<file path="src/rtl/cpu_defs.sv">
// Shared CPU definitions: reset PC, nop encoding, opcodes and the IF/ID payload.
package cpu_defs;

    localparam int unsigned XLEN = 32;

    typedef logic [XLEN-1:0] word_t;

    localparam word_t PC_RESET_DEFAULT = 32'h0000_0000;
    localparam word_t NOP_INSTR        = 32'h0000_0000;

    localparam logic [5:0] OP_BEQ = 6'h04;
    localparam logic [5:0] OP_BNE = 6'h05;
    localparam logic [5:0] OP_J   = 6'h02;
    localparam logic [5:0] OP_JAL = 6'h03;

    typedef enum logic {
        REDIR_IDLE    = 1'b0,
        REDIR_PENDING = 1'b1
    } redir_state_e;

    typedef struct packed {
        word_t pc;
        word_t pc4;
        word_t instr;
        logic  valid;
    } ifid_t;

    // Word-align a redirect target; low bits are never meaningful for fetch.
    function automatic word_t alignTarget(input word_t addr);
        return addr & ~word_t'(3);
    endfunction

endpackage

</file>
<file path="src/rtl/ifid_reg.sv">
// IF/ID pipeline register: flush beats stall, stall beats squash, otherwise load.
module ifid_reg
    import cpu_defs::*;
(
    input  logic  clk,
    input  logic  rst_n,
    input  logic  flush,
    input  logic  stall,
    input  logic  squash,
    input  word_t pc,
    input  word_t instr,
    output ifid_t q,
    output logic  loadBubble_c,
    output logic  loadValid_c
);

    assign loadBubble_c = flush | (~stall & squash);
    assign loadValid_c  = ~flush & ~stall & ~squash;

    always_ff @(posedge clk or negedge rst_n) begin
        if (!rst_n) begin
            q <= '0;
        end else if (loadBubble_c) begin
            q <= '{pc: '0, pc4: '0, instr: NOP_INSTR, valid: 1'b0};
        end else if (loadValid_c) begin
            q <= '{pc: pc, pc4: pc + word_t'(4), instr: instr, valid: 1'b1};
        end
    end

endmodule

</file>
<file path="src/rtl/if_stage.sv">
// Instruction fetch: PC register, next-PC select with a pending-redirect latch,
// IF/ID register and fetch/bubble counters.
module if_stage
    import cpu_defs::*;
#(
    parameter word_t PC_RESET           = PC_RESET_DEFAULT,
    parameter bit    SQUASH_ON_REDIRECT = 1'b1
) (
    input  logic        CLK,
    input  logic        Reset,
    input  logic        PCWre,
    input  logic        IFID_Stall,
    input  logic        IFID_Flush,
    input  logic        Branch_Taken,
    input  logic [31:0] Branch_Target,
    input  logic        Jump_Taken,
    input  logic [31:0] Jump_Target,
    output logic [31:0] Imem_Addr,
    input  logic [31:0] Imem_Instr,
    output logic [31:0] PC_IFID,
    output logic [31:0] PC4_IFID,
    output logic [31:0] Instr_IFID,
    output logic        Valid_IFID,
    output logic        Redirect_Pending,
    output logic [31:0] Fetch_Count,
    output logic [31:0] Bubble_Count
);

    redir_state_e state, stateNext;
    word_t        pc, pcNext;
    word_t        pendTarget, pendTargetNext;
    word_t        liveTarget;
    word_t        fetchCount, bubbleCount;
    logic         liveRedirect, redirectApplied;
    logic         loadBubble_c, loadValid_c;
    ifid_t        ifid;

    // Branch wins over jump when ID reports both.
    assign liveRedirect    = Branch_Taken | Jump_Taken;
    assign liveTarget      = Branch_Taken ? alignTarget(Branch_Target) : alignTarget(Jump_Target);
    assign redirectApplied = PCWre & (liveRedirect | (state == REDIR_PENDING));

    always_ff @(posedge CLK or negedge Reset) begin
        if (!Reset) begin
            state      <= REDIR_IDLE;
            pc         <= PC_RESET;
            pendTarget <= '0;
        end else begin
            state      <= stateNext;
            pc         <= pcNext;
            pendTarget <= pendTargetNext;
        end
    end

    always_comb begin
        stateNext      = state;
        pcNext         = pc;
        pendTargetNext = pendTarget;
        if (PCWre) begin
            stateNext = REDIR_IDLE;
            if (liveRedirect) begin
                pcNext = liveTarget;
            end else if (state == REDIR_PENDING) begin
                pcNext = pendTarget;
            end else begin
                pcNext = pc + word_t'(4);
            end
        end else if (liveRedirect) begin
            // Frozen PC: remember the newest redirect until the PC is released.
            stateNext      = REDIR_PENDING;
            pendTargetNext = liveTarget;
        end
    end

    ifid_reg u_ifid_reg (
        .clk          (CLK),
        .rst_n        (Reset),
        .flush        (IFID_Flush),
        .stall        (IFID_Stall),
        .squash       (redirectApplied & SQUASH_ON_REDIRECT),
        .pc           (pc),
        .instr        (Imem_Instr),
        .q            (ifid),
        .loadBubble_c (loadBubble_c),
        .loadValid_c  (loadValid_c)
    );

    always_ff @(posedge CLK or negedge Reset) begin
        if (!Reset) begin
            fetchCount  <= '0;
            bubbleCount <= '0;
        end else begin
            if (loadValid_c)  fetchCount  <= fetchCount + word_t'(1);
            if (loadBubble_c) bubbleCount <= bubbleCount + word_t'(1);
        end
    end

    assign Imem_Addr        = pc;
    assign PC_IFID          = ifid.pc;
    assign PC4_IFID         = ifid.pc4;
    assign Instr_IFID       = ifid.instr;
    assign Valid_IFID       = ifid.valid;
    assign Redirect_Pending = (state == REDIR_PENDING);
    assign Fetch_Count      = fetchCount;
    assign Bubble_Count     = bubbleCount;

endmodule

</file>
<file path="config.mk">
export PLATFORM = sky130hd
export DESIGN_NAME = if_stage
export DESIGN_NICKNAME = d
export VERILOG_FILES = /design/src/rtl/cpu_defs.sv /design/src/rtl/ifid_reg.sv /design/src/rtl/if_stage.sv
export SDC_FILE = /design/constraint.sdc
export NUM_CORES = 1
export LEC_CHECK = 0
export CAP_MARGIN = 20
export CORE_MARGIN = 2
export CORE_UTILIZATION = 48
export CTS_BUF_LIST = sky130_fd_sc_hd__clkbuf_16
export DETAILED_ROUTE_END_ITERATION = 6
export HOLD_SLACK_MARGIN = 0.02
export PLACE_DENSITY = 0.93
export SLEW_MARGIN = 20
export SYNTH_ARGS = -nofsm -noshare
export SYNTH_HDL_FRONTEND = slang
export SYNTH_SLANG_ARGS = --single-unit
</file>
<file path="constraint.sdc">
create_clock -name CLK -period 2.15 [get_ports CLK]
set_input_delay 0.43 -clock CLK [delete_from_list [all_inputs] [get_ports CLK]]
set_output_delay 0.43 -clock CLK [all_outputs]
set_load 0.01 [all_outputs]
</file>
==> results.txt <==
- Clock latency of the later-clocked register in the worst-skew pair: 0.51 ns
* Synthesized cell area: 10100 sq um
- In the synthesized netlist the async set-or-reset flop fraction comes to 100%.
- In this run the critical register-to-register path is captured at Imem_Addr[25].
- The area growth from synthesis to layout is 43.0%.
- After Yosys synthesis, XOR and XNOR cells account for 7.60% of the synthesized area.
* Final count of negative-setup-slack endpoints: 0
- Final period demand of the worst path: 2.12 ns
- Number of enable-type register cells in the synthesized netlist: 0
* Final estimated routing congestion in global placement: 0.906
* Primary FF master, synth: sky130_fd_sc_hd__dfrtp_1
- In the final design database the tool counted 1384 nets.
- Core footprint: 20900 sq um
- For this run, the slowest stage of the critical path takes 0.59 ns.
- After synthesis, the largest family of logic cells by area is compound AO/OA/AOI/OAI gates.
- Multi-input gate area: 4380 sq um
- Non-filler instance count after layout: 1568
- Based on the critical path, the design can be clocked at up to 473 MHz.
- Counting the fill cells in the layout gives 1478.
* Number of buffers inserted by post-CTS setup repair: 0
* Total die area: 22300 sq um
- In this run the number of H-tree levels came out at 1.
* Worst EP required: 1.72 ns
- Global routing finished with a remaining overflow of 0.
* Fraction of the mapped netlist area in compound gates: 17.3%
* DRT Wirelength: 32100 um
* Worst IR Drop VDD: 422 uV
- Initial core utilization: 48.5%
- Pin count of the biggest net entering global routing: 94
* Top cells by area in the synthesized netlist: sky130_fd_sc_hd__dfrtp_1 54%, sky130_fd_sc_hd__xnor2_1 6.1%, sky130_fd_sc_hd__nand2_1 5.3%, sky130_fd_sc_hd__a22o_1 5.2%, sky130_fd_sc_hd__o21ai_0 4.3%
* Leakage power of the design: 6.28 nW
- The number of global-route vias before repair came to 9197.
* Worst hold-check slack: 0.466 ns
- Fraction of the yosys area taken by sequential cells: 53.8%
- Detailed-placement wirelength estimate: 23400 um
* Die span in x: 149 um
* Number of port buffers: 286
- Setup crit end kind: output port
- Outcome: finished, final reports clean
- Dividing the detail-routed wire length by the instance count gives 20.5 um.
- For this design, the slowest cell found on the critical path is sky130_fd_sc_hd__clkdlybuf4s50_1.
- Uppermost signal routing layer after detailed routing: met4
- In this run the worst path has a maximum fanout of 8.
* Highest-count cells in the layout ignoring fill and taps: 283 x sky130_fd_sc_hd__clkdlybuf4s50_1, 218 x sky130_fd_sc_hd__dfrtp_1, 144 x sky130_fd_sc_hd__nand2_1, 87 x sky130_fd_sc_hd__o21ai_0, 71 x sky130_fd_sc_hd__xnor2_1
- Cell taking the most area after synthesis: sky130_fd_sc_hd__dfrtp_1
- CTS placed an instance of sky130_fd_sc_hd__clkbuf_16 at the clock tree root.
- Setup repair after global routing left no endpoint under its margin.
- Of the total synthesized cell area, the portion taken by full adders, half adders and majority gates is 0.370%.
- Ys Warns: 0
- Per-cell via count in the routed design: 5.83
- The clock net in this run drives a total of 218 sinks.
- STA puts the critical path data arrival time at 1.69 ns.
- The library cell used most frequently in the layout, excluding fill and tap cells, is sky130_fd_sc_hd__clkdlybuf4s50_1.
- The first routing iteration left 690 violations.
* Syn Inst Count: 957
- First-pass iteration count of the detailed router: 5
- Worst R2R Setup Slack: 0.06 ns
* Share of cell area taken by muxes after synthesis: 2.01%
- Flip-flop and latch count after synthesis: 218
* Maximum count of clock buffers along a single path: 3
* GRT Total Usage: 28.4%
* Final number of max-transition violations: 0
* DRC violations left: 0
- The first global-routing pass estimated 50200 um of wire.
- The final-report hold violation count is 0.
* Reg-to-reg critical path startpoint: Imem_Addr[4]
- Top-level port count: 297
- The critical path goes through buf_4 -> clkdlybuf4s50_1.
* Worst Setup Path Type: reg2out
* Worst-margin pin slew: 0.695 ns
* Type of origin of the critical path: flop
* Cell Count Post-Placement: 1527
- The sequential cells in the finished layout cover a total of 5460 sq um.
* Post-synthesis share of cell area spent on and, or, nand and nor gates: 15.5%
- Summed over all nets, wire length on met2 after detailed routing comes to 15500 um.
- Final core utilization: 69.4%
- Number of vias in the routed layout: 9143
* Met3 Routed Length: 2890 um
- Die height: 149 um
- Worst Reg2Reg Path Length in Cells: 5
- Dividing total power by cell area gives a power density of 756 nW/um^2.
* Num CTS Buffers: 23
- Of the cells placed in the final design, the portion with a size suffix greater than 1 is 10.3%.
- Total number of placement rows: 53
* Number of antenna violations at the first check in global routing: 0
* Worst clock skew: 0.0187 ns
* CTS clock-pin slew for the worst setup and hold paths: 0.07 ns
- Share of the synthesized area in the top cell type: 53.8%
- Wire length on met1: 12300 um
* TritonCTS clock tree: built
- The placed instances occupy a cell area of 13800 sq um.
- The number of antenna diodes in the final layout is 0.
- Maximum capacitance violations: 0
* Max-Slew Margin vs Limit: 53.3%
* Unique cell type count in the Yosys netlist: 64
- Of the available clock period, the critical path in the final layout requires 98.4%.
* Final instance area: 14500 sq um
* Average cell area after synthesis: 10.6 sq um
- The detail route stage leaves a number of antenna-violating nets equal to 0.
- The worst hold path belongs to the class in2async.
==> metal layers <==
metal | vias up | global-route usage, %
li1 | 4071 | -
met1 | 4427 | 36.6
met2 | 529 | 47.4
met3 | 116 | 4.86
met4 | 0 | 12.0
met5 | - | 0
==> state kept, by name, indices dropped and copies added (netlist names) <==
name and flops:
Bubble_Count 32, u_ifid_reg.q 93, Fetch_Count 32, Imem_Addr 30, Redirect_Pending 1, pendTarget 30
==> through the flow <==
| step | power (mW) | TNS (ns) | worst slack (ns) |
|---|---|---|---|
| after floorplan | 5.81 | 0 | 0.319 |
| after global placement | 7.11 | -10.52 | -0.238 |
| after detailed placement | 7.21 | -17.60 | -0.310 |
| after CTS | 11.0 | 0 | 0.0377 |
| after global routing | 11.4 | 0 | 0.0113 |
| final | 11.0 | 0 | 0.0340 |
==> layout make-up <==
class	count	area share [%]
flip-flops and latches	218	37.6
multi-input cells	664	30.2
repair buffers	357	24.6
clock buffers	23	3.97
well taps	275	2.37
clock inverters	17	0.872
inverters	14	0.362
==> cell usage after synthesis (all sizes together) (4+ instances only) <==
library cell / instances
a211oi: 4
a21boi: 22
a21oi: 14
a221o: 4
a221oi: 10
a22o: 60
a22oi: 6
a2bb2oi: 6
and2: 5
and3: 11
and4: 17
buf: 23
clkbuf: 43
dfrtp: 218
inv: 13
mux2i: 17
nand2: 144
nand2b: 5
nand3: 31
nand4: 26
nor2: 24
nor3: 11
nor4: 8
o211ai: 5
o21a: 5
o21ai: 89
o22a: 5
o22ai: 7
or2: 4
xnor2: 71
xor2: 17
==> what timing repair did <==
action | in CTS | in global routing
endpoints found under the hold margin | 55 | 0
gates resized for setup | 0 | 1
hold buffers | 1 | 0
setup endpoints to repair | 0 | 4
==> worst max-delay path by stage <==
stage                        from          endpoint  slack (ns)  cells past startpoint
global route        Imem_Addr[22]     Imem_Addr[22]        0.01                      1
floorplan              IFID_Stall  Bubble_Count[22]        0.32                      5
finish              Imem_Addr[11]     Imem_Addr[11]        0.03                      2
detailed placement     IFID_Flush  Bubble_Count[14]       -0.31                      6
CTS                  Imem_Addr[8]      Imem_Addr[8]        0.04                      2
global placement       IFID_Flush  Bubble_Count[22]       -0.24                      6
==> cells by family (layout without fill, tap and decap cells) <==
logic type,after synthesis,after routing
DFF,218,218
adders and majority gates,3,3
muxes,20,20
other,1,6
and+or+nand+nor,295,295
buffers and inverters,80,411
xor gates and xnor gates,88,88
AOI/OAI and AO/OA,252,252
==> power breakdown <==
| group | leakage [nW] | switching [mW] | total (mW) | internal [mW] |
|---|---|---|---|---|
| combinational | 3.05 | 1.15 | 2.33 | 1.19 |
| sequential | 2.87 | 0.386 | 4.85 | 4.47 |
| clock | 0.362 | 1.61 | 3.78 | 2.17 |
| total | 6.28 | 3.14 | 11.0 | 7.83 |
==> critical path: cells and delay by family (launching register included) <==
family | cells | cell delay [ns]
buf+inv | 2 | 0.78
flops | 1 | 0.39
Power figures use the tool's default switching activity.
